File: config.mk
export PLATFORM = sky130hd
export DESIGN_NAME = multicycle_controller
export DESIGN_NICKNAME = d
export VERILOG_FILES = /design/src/rtl/cpu_ctrl_pkg.sv /design/src/rtl/alu_op_dec.sv /design/src/rtl/multicycle_controller.sv
export SDC_FILE = /design/constraint.sdc
export NUM_CORES = 1
export LEC_CHECK = 0
export ABC_AREA = 1
export BUFFER_PORTS_ARGS = -buffer_cell sky130_fd_sc_hd__buf_4
export CELL_PAD_IN_SITES_DETAIL_PLACEMENT = 1
export CELL_PAD_IN_SITES_GLOBAL_PLACEMENT = 1
export CORE_MARGIN = 3
export CORE_UTILIZATION = 32
export DETAILED_ROUTE_END_ITERATION = 6
export PLACE_DENSITY = 0.74
export SLEW_MARGIN = 10
export SYNTH_ARGS = -nofsm -noshare
export SYNTH_HDL_FRONTEND = slang
export SYNTH_SLANG_ARGS = --single-unit
export TNS_END_PERCENT = 5
File: constraint.sdc
create_clock -name clk -period 1.5 [get_ports clk]
set_input_delay 0.15 -clock clk [delete_from_list [all_inputs] [get_ports clk]]
set_output_delay 0.15 -clock clk [all_outputs]
set_load 0.1 [all_outputs]
File: src/rtl/cpu_ctrl_pkg.sv
// Shared constants, state encoding and control bundle for the multicycle CPU controller.
package cpu_ctrl_pkg;

  localparam int unsigned OP_W = 5;
  localparam int unsigned AC_W = 4;

  localparam logic [OP_W-1:0] OP_ADD  = 5'h00;
  localparam logic [OP_W-1:0] OP_SUB  = 5'h01;
  localparam logic [OP_W-1:0] OP_AND  = 5'h02;
  localparam logic [OP_W-1:0] OP_OR   = 5'h03;
  localparam logic [OP_W-1:0] OP_SLT  = 5'h04;
  localparam logic [OP_W-1:0] OP_ADDI = 5'h08;
  localparam logic [OP_W-1:0] OP_LW   = 5'h10;
  localparam logic [OP_W-1:0] OP_SW   = 5'h11;
  localparam logic [OP_W-1:0] OP_BEQ  = 5'h12;
  localparam logic [OP_W-1:0] OP_J    = 5'h14;
  localparam logic [OP_W-1:0] OP_JAL  = 5'h15;
  localparam logic [OP_W-1:0] OP_JR   = 5'h16;
  localparam logic [OP_W-1:0] OP_HALT = 5'h1F;

  localparam logic [AC_W-1:0] ALU_AND = 4'b0000;
  localparam logic [AC_W-1:0] ALU_OR  = 4'b0001;
  localparam logic [AC_W-1:0] ALU_ADD = 4'b0010;
  localparam logic [AC_W-1:0] ALU_SUB = 4'b0110;
  localparam logic [AC_W-1:0] ALU_SLT = 4'b0111;

  localparam logic [1:0] PCS_ALU    = 2'd0;
  localparam logic [1:0] PCS_ALUOUT = 2'd1;
  localparam logic [1:0] PCS_JUMP   = 2'd2;
  localparam logic [1:0] PCS_RS     = 2'd3;

  localparam logic [1:0] ASB_RT     = 2'd0;
  localparam logic [1:0] ASB_FOUR   = 2'd1;
  localparam logic [1:0] ASB_IMM    = 2'd2;
  localparam logic [1:0] ASB_IMM_SH = 2'd3;

  typedef enum logic [3:0] {
    S_RESET,
    S_FETCH,
    S_DECODE,
    S_EXEC_R,
    S_ALU_WB_R,
    S_EXEC_I,
    S_ALU_WB_I,
    S_MEM_ADDR,
    S_MEM_RD,
    S_MEM_WB,
    S_MEM_WR,
    S_BRANCH,
    S_JUMP,
    S_JR,
    S_HALT,
    S_TRAP
  } state_t;

  // Moore part of the control word, registered alongside the state.
  typedef struct packed {
    logic            mem_req;
    logic            mem_write;
    logic            iord;
    logic [1:0]      pc_source;
    logic            alu_src_a;
    logic [1:0]      alu_src_b;
    logic [AC_W-1:0] alu_control;
    logic            reg_dst;
    logic            mem_to_reg;
    logic            jal_select;
    logic            reg_write;
    logic            pc_write;
    logic            branch;
    logic            done;
    logic            halted;
  } ctrl_t;

endpackage

File: src/rtl/alu_op_dec.sv
// R-type opcode to ALU operation decoder, shared with the single-cycle decoder.
module alu_op_dec
  import cpu_ctrl_pkg::*;
(
  input  logic [OP_W-1:0] i_op_code,
  output logic [AC_W-1:0] o_alu_control
);

  always_comb begin
    o_alu_control = ALU_ADD;
    case (i_op_code)
      OP_ADD:  o_alu_control = ALU_ADD;
      OP_SUB:  o_alu_control = ALU_SUB;
      OP_AND:  o_alu_control = ALU_AND;
      OP_OR:   o_alu_control = ALU_OR;
      OP_SLT:  o_alu_control = ALU_SLT;
      default: o_alu_control = ALU_ADD;
    endcase
  end

endmodule

File: src/rtl/multicycle_controller.sv
// Multicycle CPU sequencing FSM sharing one memory port for instructions and data.
// Define ILLEGAL_OP_TRAP_EN to trap undefined opcodes (adds illegalOp); otherwise they act as NOPs.
module multicycle_controller
  import cpu_ctrl_pkg::*;
#(
  parameter int unsigned OPW = OP_W,
  parameter int unsigned ACW = AC_W
) (
  input  logic           clk,
  input  logic           rst_n,
  input  logic [OPW-1:0] opCode,
  input  logic           zero,
  input  logic           memReady,
  output logic           memReq,
  output logic           memWrite,
  output logic           iorD,
  output logic           irWrite,
  output logic           pcEn,
  output logic [1:0]     pcSource,
  output logic           aluSrcA,
  output logic [1:0]     aluSrcB,
  output logic [ACW-1:0] aluControl,
  output logic           regDst,
  output logic           memToReg,
  output logic           jalSelect,
  output logic           regWrite,
  output logic           instrDone,
`ifdef ILLEGAL_OP_TRAP_EN
  output logic           illegalOp,
`endif
  output logic           halted
);

  state_t          r_state;
  state_t          w_state_d;
  state_t          w_dispatch;
  ctrl_t           r_ctrl;
  ctrl_t           w_ctrl_d;
  logic            w_legal;
  logic [AC_W-1:0] w_alu_r;
  logic            w_in_fetch;
  logic            w_wr_done;

  alu_op_dec u_alu_op_dec (
    .i_op_code    (opCode),
    .o_alu_control(w_alu_r)
  );

  always_comb begin
    w_dispatch = S_FETCH;
    w_legal    = 1'b1;
    case (opCode)
      OP_ADD, OP_SUB, OP_AND, OP_OR, OP_SLT: w_dispatch = S_EXEC_R;
      OP_ADDI:                               w_dispatch = S_EXEC_I;
      OP_LW, OP_SW:                          w_dispatch = S_MEM_ADDR;
      OP_BEQ:                                w_dispatch = S_BRANCH;
      OP_J, OP_JAL:                          w_dispatch = S_JUMP;
      OP_JR:                                 w_dispatch = S_JR;
      OP_HALT:                               w_dispatch = S_HALT;
      default:                               w_legal    = 1'b0;
    endcase
  end

  always_comb begin
    w_state_d = r_state;
    unique case (r_state)
      S_RESET:    w_state_d = S_FETCH;
      S_FETCH:    if (memReady) w_state_d = S_DECODE;
      S_DECODE: begin
        if (w_legal) begin
          w_state_d = w_dispatch;
        end else begin
`ifdef ILLEGAL_OP_TRAP_EN
          w_state_d = S_TRAP;
`else
          w_state_d = S_FETCH;
`endif
        end
      end
      S_EXEC_R:   w_state_d = S_ALU_WB_R;
      S_ALU_WB_R: w_state_d = S_FETCH;
      S_EXEC_I:   w_state_d = S_ALU_WB_I;
      S_ALU_WB_I: w_state_d = S_FETCH;
      S_MEM_ADDR: w_state_d = (opCode == OP_SW) ? S_MEM_WR : S_MEM_RD;
      S_MEM_RD:   if (memReady) w_state_d = S_MEM_WB;
      S_MEM_WB:   w_state_d = S_FETCH;
      S_MEM_WR:   if (memReady) w_state_d = S_FETCH;
      S_BRANCH:   w_state_d = S_FETCH;
      S_JUMP:     w_state_d = S_FETCH;
      S_JR:       w_state_d = S_FETCH;
      S_HALT:     w_state_d = S_HALT;
      S_TRAP:     w_state_d = S_TRAP;
      default:    w_state_d = S_RESET;
    endcase
  end

  // Control word for the state being entered; opCode is still valid while leaving DECODE.
  always_comb begin
    w_ctrl_d = '0;
    unique case (w_state_d)
      S_FETCH: begin
        w_ctrl_d.mem_req     = 1'b1;
        w_ctrl_d.alu_src_b   = ASB_FOUR;
        w_ctrl_d.alu_control = ALU_ADD;
      end
      S_DECODE: begin
        w_ctrl_d.alu_src_b   = ASB_IMM_SH;
        w_ctrl_d.alu_control = ALU_ADD;
      end
      S_EXEC_R: begin
        w_ctrl_d.alu_src_a   = 1'b1;
        w_ctrl_d.alu_src_b   = ASB_RT;
        w_ctrl_d.alu_control = w_alu_r;
      end
      S_ALU_WB_R: begin
        w_ctrl_d.reg_dst   = 1'b1;
        w_ctrl_d.reg_write = 1'b1;
        w_ctrl_d.done      = 1'b1;
      end
      S_EXEC_I, S_MEM_ADDR: begin
        w_ctrl_d.alu_src_a   = 1'b1;
        w_ctrl_d.alu_src_b   = ASB_IMM;
        w_ctrl_d.alu_control = ALU_ADD;
      end
      S_ALU_WB_I: begin
        w_ctrl_d.reg_write = 1'b1;
        w_ctrl_d.done      = 1'b1;
      end
      S_MEM_RD: begin
        w_ctrl_d.mem_req = 1'b1;
        w_ctrl_d.iord    = 1'b1;
      end
      S_MEM_WB: begin
        w_ctrl_d.mem_to_reg = 1'b1;
        w_ctrl_d.reg_write  = 1'b1;
        w_ctrl_d.done       = 1'b1;
      end
      S_MEM_WR: begin
        w_ctrl_d.mem_req   = 1'b1;
        w_ctrl_d.mem_write = 1'b1;
        w_ctrl_d.iord      = 1'b1;
      end
      S_BRANCH: begin
        w_ctrl_d.alu_src_a   = 1'b1;
        w_ctrl_d.alu_src_b   = ASB_RT;
        w_ctrl_d.alu_control = ALU_SUB;
        w_ctrl_d.pc_source   = PCS_ALUOUT;
        w_ctrl_d.branch      = 1'b1;
        w_ctrl_d.done        = 1'b1;
      end
      S_JUMP: begin
        w_ctrl_d.pc_source  = PCS_JUMP;
        w_ctrl_d.pc_write   = 1'b1;
        w_ctrl_d.done       = 1'b1;
        w_ctrl_d.reg_write  = (opCode == OP_JAL);
        w_ctrl_d.jal_select = (opCode == OP_JAL);
      end
      S_JR: begin
        w_ctrl_d.pc_source = PCS_RS;
        w_ctrl_d.pc_write  = 1'b1;
        w_ctrl_d.done      = 1'b1;
      end
      S_HALT, S_TRAP: w_ctrl_d.halted = 1'b1;
      default: ;
    endcase
  end

  always_ff @(posedge clk or negedge rst_n) begin
    if (!rst_n) begin
      r_state <= S_RESET;
      r_ctrl  <= '0;
    end else begin
      r_state <= w_state_d;
      r_ctrl  <= w_ctrl_d;
    end
  end

  assign w_in_fetch = (r_state == S_FETCH);
  assign w_wr_done  = (r_state == S_MEM_WR) & memReady;

  assign memReq     = r_ctrl.mem_req;
  assign memWrite   = r_ctrl.mem_write;
  assign iorD       = r_ctrl.iord;
  assign irWrite    = w_in_fetch & memReady;
  assign pcEn       = r_ctrl.pc_write | (r_ctrl.branch & zero) | (w_in_fetch & memReady);
  assign pcSource   = r_ctrl.pc_source;
  assign aluSrcA    = r_ctrl.alu_src_a;
  assign aluSrcB    = r_ctrl.alu_src_b;
  assign aluControl = r_ctrl.alu_control;
  assign regDst     = r_ctrl.reg_dst;
  assign memToReg   = r_ctrl.mem_to_reg;
  assign jalSelect  = r_ctrl.jal_select;
  assign regWrite   = r_ctrl.reg_write;
  assign halted     = r_ctrl.halted;

`ifdef ILLEGAL_OP_TRAP_EN
  assign illegalOp  = (r_state == S_TRAP);
  assign instrDone  = r_ctrl.done | w_wr_done;
`else
  // Undefined opcodes retire as a NOP directly out of DECODE.
  assign instrDone  = r_ctrl.done | w_wr_done | ((r_state == S_DECODE) & ~w_legal);
`endif

endmodule

---- Word-level counts from Yosys, hierarchy flattened ----
Index checks and enable logic that the tools add are counted.
Widths: inputs -> output; s select.
storage, ports and cells
  output and inout port bits .............. 20
  input port bits ......................... 9
  word-level logic and storage cells ...... 105
  register bits after elaboration ......... 24
operators by class
  bitwise logic cells ..................... 9
  equal/unequal tests ..................... 42
  reductions and logical operators ........ 15
  muxes and demuxes ....................... 23
operators by type and width
  cell                number
  $eq 4x4->1 const B  16
  $pmux 4 s10         1
  $eq 5x5->1 const B  7
  $eq 4x3->1 const B  8
  $pmux 6 s5          1
  $pmux 4 s7          1
  $eq 4x2->1 const B  4
  $mux 4              4
  $reduce_or 13->1    1
  $mux 1              12
  $pmux 3 s4          1
  $reduce_or 2->1     6
  $eq 5x2->1 const B  2
  $eq 4x1->1 const B  2
  $reduce_or 7->1     1
  $pmux 2 s3          1
  $reduce_or 3->1     2
  $reduce_or 6->1     1
  $eq 5x1->1 const B  1
  $eq 5x3->1 const B  1
  $eq 5x4->1 const B  1
  $logic_not 5->1     1
  $reduce_or 5->1     1
  $and 1x1->1         4
  other kinds (6)     9

---- Longest topological paths before layout ----
Gate-level depths: netlist of run 1.
  depth in word-level cells ............... 8
  mapped depth ............................ 12
  mapped depth without buffers ............ 11

---- Hierarchy ----
From an unflattened synthesis of run 1, not the netlist that was laid out.
second synthesis, totals
  cell total of the unflattened synthesis .. 215
  area, all modules ....................... 1565.3 µm²
modules (own cells, without submodules)
  module                 times used  cells each  area each (µm²)
  multicycle_controller  1           198         1478.9
  alu_op_dec             1           17          86.3

---- Worst setup path after synthesis of run 1 ----
OpenSTA, ideal clock, no wires.
  path kind ............................... register -> output
  start point ............................. register r_state[3]
  end point ............................... output instrDone
  cell stages (with the launch flop) ...... 7
  path slack .............................. -0.292 ns
  data arrival time ....................... 1.642 ns
  data required time ...................... 1.350 ns
  cell sequence ........................... dfrtp_1 buf_4 nor2_4 inv_2 nor2_4 nand2_1 nand3b_1
between the ends
  longest elaborated chain between the ends .. 4
ends and longest elaborated chain
  what                    RTL line                      text
  start, declared         multicycle_controller.sv:34   state_t r_state;
  start signal, assigned  multicycle_controller.sv:173  r_state <= w_state_d;
  $eq 4x4->1              multicycle_controller.sv:179  assign w_wr_done = (r_state == S_MEM_WR) & memReady;
  $and 1x1->1             multicycle_controller.sv:179
  $or 1x1->1              multicycle_controller.sv:201  assign instrDone = r_ctrl.done | w_wr_done | ((r_state == S_DECODE) & ~w_legal);
  $or 1x1->1 (*)          multicycle_controller.sv:201
  end, declared           multicycle_controller.sv:27   output logic instrDone,
Mark *: on every way between the ends. The rest lies on a longest branch, timed or not.

---- Worst setup path after layout of run 1 ----
  start point ............................. register r_state[1]
  end point ............................... output irWrite
between the ends
  longest elaborated chain between the ends .. 2
ends and longest elaborated chain
  what           RTL line                      text
  $eq 4x1->1     multicycle_controller.sv:178  assign w_in_fetch = (r_state == S_FETCH);
  $and 1x1->1    multicycle_controller.sv:184  assign irWrite = w_in_fetch & memReady;
  end, declared  multicycle_controller.sv:17   output logic irWrite,
No other way between the ends.

==> metrics.md, run 1 <==
| Metric | Value |
|---|---|
| Status | finished with violations |
| Failing checks | setup timing |
| Die Area | 5320 sq um |
| Most frequent cells in the layout | 44 x buf_4, 36 x nand2_1, 19 x dfrtp_1 |
| Critical Path End Type | output port |
| Final setup vio count | 15 |
| Total track usage | 0.148 |
| Hold path start | memReady |
| Max_cap viols | 0 |
| TritonCTS clock tree | built |
| Mapped cell area | 1440 sq um |
| CP Max Fanout | 7 |
| Critical R2R Capture | aluSrcA |
| Final worst setup slack | -69.3 ps |
| DRC Markers | 0 |
| Total number of yosys warnings | 0 |
| Aggregate global routing overflow | 0 |
| Initial DRC count | 48 |
| RSZ-0062 raised after global routing | yes |
| Pin count of the biggest net entering global routing | 24 |
| Hold Crit Depth | 3 |
| DP HPWL | 2.72 mm |
| Inserted Diodes | 0 |
| Share of cells above drive strength 1 | 0.507 |
| Mean area per synthesized cell | 8.06 sq um |
| Pre-antenna DRT Iters | 4 |
| Worst r2r path cells | 10 |
| IO buf count | 27 |
| Worst r2r src | r_state[3] |
| Worst skew pair latency | 260 ps |
| Clock root buffer | clkbuf_8 |
| Synth Register Bits | 23 |
| Clock net sink count | 23 |
| Via-to-Cell Ratio | 4.52 |
| Max Slew Vio Count | 0 |
| Min-Delay Path Class | input pin to flip-flop |
| Critical path data required time | 1350 ps |
| Area growth, synth to finish | 34.3% |
| Lkg Pwr | 1.03 nW |
| Startpoint types | flip-flop |
| Yosys cell types | 25 |
| Core area | 4170 sq um |
| Routability Congestion | 0.797 |
| Hold path endpoint | memToReg |
| Setup CP Type | flip-flop to output port |
| F_max | 637 MHz |
| Final non-filler cell area | 1930 sq um |
| Cell row count | 23 |
| First-pass GRT wire length | 6.19 mm |
| Peak VDD IR | 246 uV |
| Sequential share of the synthesized area | 0.401 |
| Dpl cell area | 1710 sq um |
| Initial Util | 0.344 |
| CP Data Arrival Time | 1420 ps |
| Total number of vias | 1,226 |
| CTS buffer count | 3 |
| Fin crit period | 1570 ps |
| Fin crit share | 1.05 |
| CTS max path bufs | 2 |
| Nets | 231 |
| Total Routed Length | 3.54 mm |
| Pwr dens | 571 nW/um^2 |
| Syn Nets | 187 |
| Die height | 73.0 microns |
| CTS H-tree lvls | 1 |
| Clock skew | 4.25 ps |
| Routed Antenna Nets | 0 |
| Initial antenna violation count | 0 |
| R2R Setup Slk | -40 ps |
| Die Wd | 73.0 microns |
| Endpoints failing hold | 0 |
| Most common cell after layout, fill and taps aside | buf_4 |
| Clock transition at the registers of the reported paths | 80 ps |
| Dpl ws | -39.5 ps |
| # IOs | 29 |
| Vias in the first global route | 1,311 |
| Drt wl/cell | 13.1 microns |
| Mapped Cells | 178 |
==> registers in the layout, indices dropped and copies added (netlist names), 2 cells and up <==
register	flops
pcSource	2
aluControl	3
r_ctrl	3
aluSrcB	2
r_state	4
==> cell families (layout without fill, tap and decap cells) <==
group                  count (synthesis)  in the layout  synth area share
and+or+nand+nor                      111            111             0.439
buffers and inverters                 36             79             0.123
DFF                                   23             23             0.401
AOI/OAI and AO/OA                      7              7            0.0340
other                                  1              1           0.00261
==> final cells by class <==
class	count	area, sq um
inverters	26	97.6
fillers	500	2250
clock inverters	1	5.00
repair buffers	49	412
flip-flops and latches	23	581
well taps	50	62.6
clock buffers	3	41.3
multi-input cells	119	728
==> routing by layer <==
layer / wire (microns) / GRT usage
met5: 0 / 0
met4: 31 / 0.0430
met3: 103 / 0.00826
met2: 1750 / 0.266
met1: 1650 / 0.192
==> repair_timing <==
action                     in CTS  in global routing
pin swaps                       9                  3
setup endpoints to repair      17                 17
setup buffers                  10                  0
hold buffers                    1                  0
gates resized for setup        23                  3
hold endpoints to repair       23                  0
==> worst max path at each step <==
stage / startpoint / to / depth (start not counted)
floorplan: r_state[3] / instrDone / 6
global route: r_state[2] / instrDone / 6
finish: r_state[1] / irWrite / 6
CTS: r_state[3] / irWrite / 6
detailed placement: r_state[3] / aluSrcB[1] / 8
global placement: r_state[2] / aluControl[0] / 10
==> where the power goes <==
group / switching (W) / total, W / internal, W
clock: 0.000191 / 0.000375 / 0.000185
combinational: 0.0000672 / 0.000105 / 0.0000374
sequential: 0 / 0.000619 / 0.000619
==> cell usage after synthesis <==
| library cell | n | area (sq um) |
|---|---|---|
| nor3_1 | 1 | 5.00 |
| buf_6 | 1 | 11.3 |
| nor4_1 | 1 | 6.26 |
| inv_2 | 10 | 37.5 |
| nand4_1 | 5 | 31.3 |
| dfrtp_1 | 23 | 576 |
| nor2_2 | 7 | 43.8 |
| inv_1 | 16 | 60.1 |
| o211ai_1 | 1 | 7.51 |
| buf_4 | 9 | 67.6 |
| a21oi_2 | 2 | 17.5 |
| nand3_1 | 11 | 55.1 |
| o21ai_2 | 1 | 8.76 |
| nand2_2 | 11 | 68.8 |
| nor2_4 | 8 | 90.1 |
| a21oi_1 | 2 | 10.0 |
| nor2_1 | 18 | 67.6 |
| nand3b_1 | 1 | 7.51 |
| nand2_1 | 39 | 146 |
| nor3_4 | 1 | 16.3 |
| nand2_4 | 4 | 45.0 |
| conb_1 | 1 | 3.75 |
| nand3_2 | 3 | 30.0 |
| nand3_4 | 1 | 17.5 |
| o21ai_0 | 1 | 5.00 |
==> critical path: stages (launching register included) <==
cell,delay (ps)
dfrtp_2,490
inv_2,90
nand2_2,80
nor2_2,100
nand2_2,110
inv_2,110
buf_12,180
==> through the flow <==
step                 util  instances  setup TNS, ps  hold WS, ps  total power (W)
finish              0.462        271           -425          271          0.00110
global route        0.462        271          -2100          298          0.00115
CTS                 0.459        271           -186          271          0.00111
detailed placement  0.410        257           -187         54.8         0.000735
global placement    0.410        257          -4.04         52.1         0.000733
floorplan               -        178           -765         -146         0.000685
Note: power is estimated with default switching activity, not from simulation.
==> run 2, diff against run 1 <==
--- a/config.mk
+++ b/config.mk
@@ -7,12 +7,12 @@
 export LEC_CHECK = 0
 export ABC_AREA = 1
 export BUFFER_PORTS_ARGS = -buffer_cell sky130_fd_sc_hd__buf_4
-export CELL_PAD_IN_SITES_DETAIL_PLACEMENT = 1
-export CELL_PAD_IN_SITES_GLOBAL_PLACEMENT = 1
+export CELL_PAD_IN_SITES_DETAIL_PLACEMENT = 0
+export CELL_PAD_IN_SITES_GLOBAL_PLACEMENT = 2
 export CORE_MARGIN = 3
-export CORE_UTILIZATION = 32
+export CORE_UTILIZATION = 28
 export DETAILED_ROUTE_END_ITERATION = 6
-export PLACE_DENSITY = 0.74
+export PLACE_DENSITY = 0.8
 export SLEW_MARGIN = 10
 export SYNTH_ARGS = -nofsm -noshare
 export SYNTH_HDL_FRONTEND = slang
==> run 2 against run 1 <==
Effect of this change:
- largest power group unchanged
- non-clock buffer count decreased by 4
- critical path depth unchanged
- fmax increased by 3.3%
- clock power decreased by 4%
- clock skew decreased by 3.3 ps
- the run still ends with setup timing left
- flip-flop and latch count unchanged
- final area decreased by 0.13%
- sequential power about the same
==> metrics.md, run 2 (same netlist as run 1, synthesis figures left out) <==
| Metric | Value |
|---|---|
| Switching share of power | 0.218 (-0.0162) |
| CP cell instances | inv_2, nand2_2, nor2_4, nand2_1, nand3b_1, buf_12 |
| Fin cells | 284 (+4.8%) |
| Comb pwr share | 0.093 (-0.002) |
| RSZ-0062 raised after global routing | yes |
| Most frequent cells in the layout | 39 x buf_4, 33 x nand2_1, 19 x dfrtp_1 |
| CTS buffer count | 3 (unchanged) |
| Worst skew pair latency | 250 ps (about the same) |
| Pin count of the biggest net entering global routing | 24 (unchanged) |
| Max_cap viols | 0 (unchanged) |
| Pre-antenna DRT Iters | 4 (unchanged) |
| # IOs | 29 (unchanged) |
| CP max stage delay | 440 ps (-50 ps) |
| CTS max path bufs | 2 (unchanged) |
| Clock root buffer | clkbuf_8 |
| Endpoints failing hold | 0 (unchanged) |
| R2R Setup Slk | 0 ps (+40 ps) |
| Sum Neg Setup Slack | -31.0 ps (+394 ps) |
| Critical path data required time | 1350 ps (about the same) |
| Final worst setup slack | -19.1 ps (+50.2 ps) |
| Area growth, synth to finish | 34.1% |
| Internal power | 0.000844 W (+0.26%) |
| WP buf/inv | 2 (-1) |
| CTS H-tree lvls | 1 (unchanged) |
| CP Data Arrival Time | 1370 ps (-50 ps) |
| Critical Path End Type | output port |
| Most flops, register | r_state |
| Slowest CP cell | dfrtp_2 |
| Startpoint types | flip-flop |
| Aggregate global routing overflow | 0 (unchanged) |
| Clock transition at the registers of the reported paths | 70 ps (about the same) |
| Largest register FFs | 4 (unchanged) |
| Inserted Diodes | 0 (unchanged) |
| TritonCTS clock tree | built |
| Register share of total power | 0.574 (+0.011) |
| Fin crit share | 1.01 (-0.0335) |
| Fin crit period | 1520 ps (-50.2 ps) |
| CP Max Fanout | 4 (-3) |
| Core area | 4850 sq um (+16%) |
| Clock skew | 0.971 ps (-3.28 ps) |
| DRC Markers | 0 (unchanged) |
| Via-to-Cell Ratio | 4.14 (-8.5%) |
| Final non-filler cell area | 1920 sq um (-0.13%) |
| Status | finished with violations |
| Initial Util | 0.296 (-0.0479) |
| Nets | 227 (-1.7%) |
| Net Switching | 0.000236 W (-8.6%) |
| DP HPWL | 2.41 mm (-12%) |
| Routability Congestion | 0.835 (+4.7%) |
| Die height | 77.6 microns (+6.3%) |
| Share of cells above drive strength 1 | 0.502 (-0.00448) |
| Vias in the first global route | 1,172 (-11%) |
| Peak VDD IR | 244 uV (-0.95%) |
| CP Depth | 6 (unchanged) |
| Die Wd | 77.6 microns (+6.3%) |
| Dpl cell area | 1710 sq um (about the same) |
| Setup CP Type | flip-flop to output port |
| Clock Power Share | 0.333 (-0.009) |
| Die Area | 6020 sq um (+13%) |
| Dpl ws | -132 ps (-92.1 ps) |
| CP top delay family | flip-flops |
| Failing checks | setup timing |
| Total track usage | 0.104 (-0.0447) |
| Cell row count | 25 (+8.7%) |
| Drt wl/cell | 10.5 microns (-19%) |
| Placed cell count | 271 (+5.4%) |
| Initial antenna violation count | 0 (unchanged) |
| Worst r2r path cells | 9 (-1) |
| Max Slew Vio Count | 0 (unchanged) |
| First-pass GRT wire length | 5.04 mm (-19%) |
| Routed Antenna Nets | 0 (unchanged) |
| Min-Delay Path Class | input pin to flip-flop |
| Total number of vias | 1,175 (-4.2%) |
| F_max | 658 MHz (+3.3%) |
| Hold Crit Depth | 3 (unchanged) |
| Clock net sink count | 23 (unchanged) |
| Lkg Pwr | 1.02 nW (-0.85%) |
| Most common cell after layout, fill and taps aside | buf_4 |
| IO buf count | 27 (unchanged) |
| Total Routed Length | 2.99 mm (-15%) |
| Pwr dens | 561 nW/um^2 (-1.7%) |
| Hold_ws | 269 ps (-2.14 ps) |
| Final setup vio count | 4 (-11) |
| Initial DRC count | 72 (+50%) |
run 2: cell types whose count changed in the layout (fill, tap and decap cells not counted), sizes merged:
cell,delta
buf,-4
clkbuf,+1
clkinv,-1
run 2: power groups by stage:
stage / combinational [W] / sequential, W / clock, W
4_1_cts: 0.000103 / 0.000619 / 0.000373
5_1_grt: 0.000114 / 0.000619 / 0.000390
2_1_floorplan: 0.0000526 / 0.000632 / 0
3_3_place_gp: 0.0000995 / 0.000632 / 0
3_5_place_dp: 0.0000984 / 0.000632 / 0
6_report: 0.000100 / 0.000620 / 0.000359
run 2: routing by layer:
metal / track usage / vias to the layer above / wire length, microns / part of all wire
met2: 0.179 / 31 / 1510 / 0.50
met4: 0.0391 / 0 / 19 / 0.0064
met5: 0 / - / 0 / 0
li1: - / 619 / - / -
met1: 0.133 / 523 / 1350 / 0.45
met3: 0.0104 / 2 / 117 / 0.039
run 2: worst paths after layout:
path | startpoint | to
max | r_state[0] | instrDone
min | memReady | memToReg
max reg2reg | r_state[2] | pcSource[1]
min reg2reg | r_state[1] | regDst
max in group asynchronous | rst_n | r_state[3]
min in group asynchronous | rst_n | regDst
run 2: cell type report:
class	instances	area, sq um
Tap cell	67	83.8
Multi-Input combinational cell	119	732
Sequential cell	23	581
Inverter	26	97.6
Fill cell	490	2920
Timing Repair Buffer	45	385
Clock buffer	4	45.0
run 2: timing repair:
item | 4_1_cts | 5_1_grt
pin swaps | 5 | 12
gates resized for setup | 18 | 10
buffers inserted | 7 | 1
hold buffers | 1 | 0
endpoints found under the hold margin | 23 | 0
cloned | 0 | 0
setup endpoints to repair | 11 | 19
run 2: worst reg2reg max path: stages (launching register included):
cell     delay [ps]
dfrtp_2         460
buf_6           140
nand2_4          60
nor2_4           50
nor2_1           90
nand2_1         100
nor2_4          150
nand3_4         140
buf_4           170
nor2_1           90
run 2: metrics by stage:
stage	utilization	total power [W]
floorplan	-	0.000685
global placement	0.353	0.000731
detailed placement	0.353	0.000730
CTS	0.388	0.00110
global route	0.397	0.00112
finish	0.397	0.00108
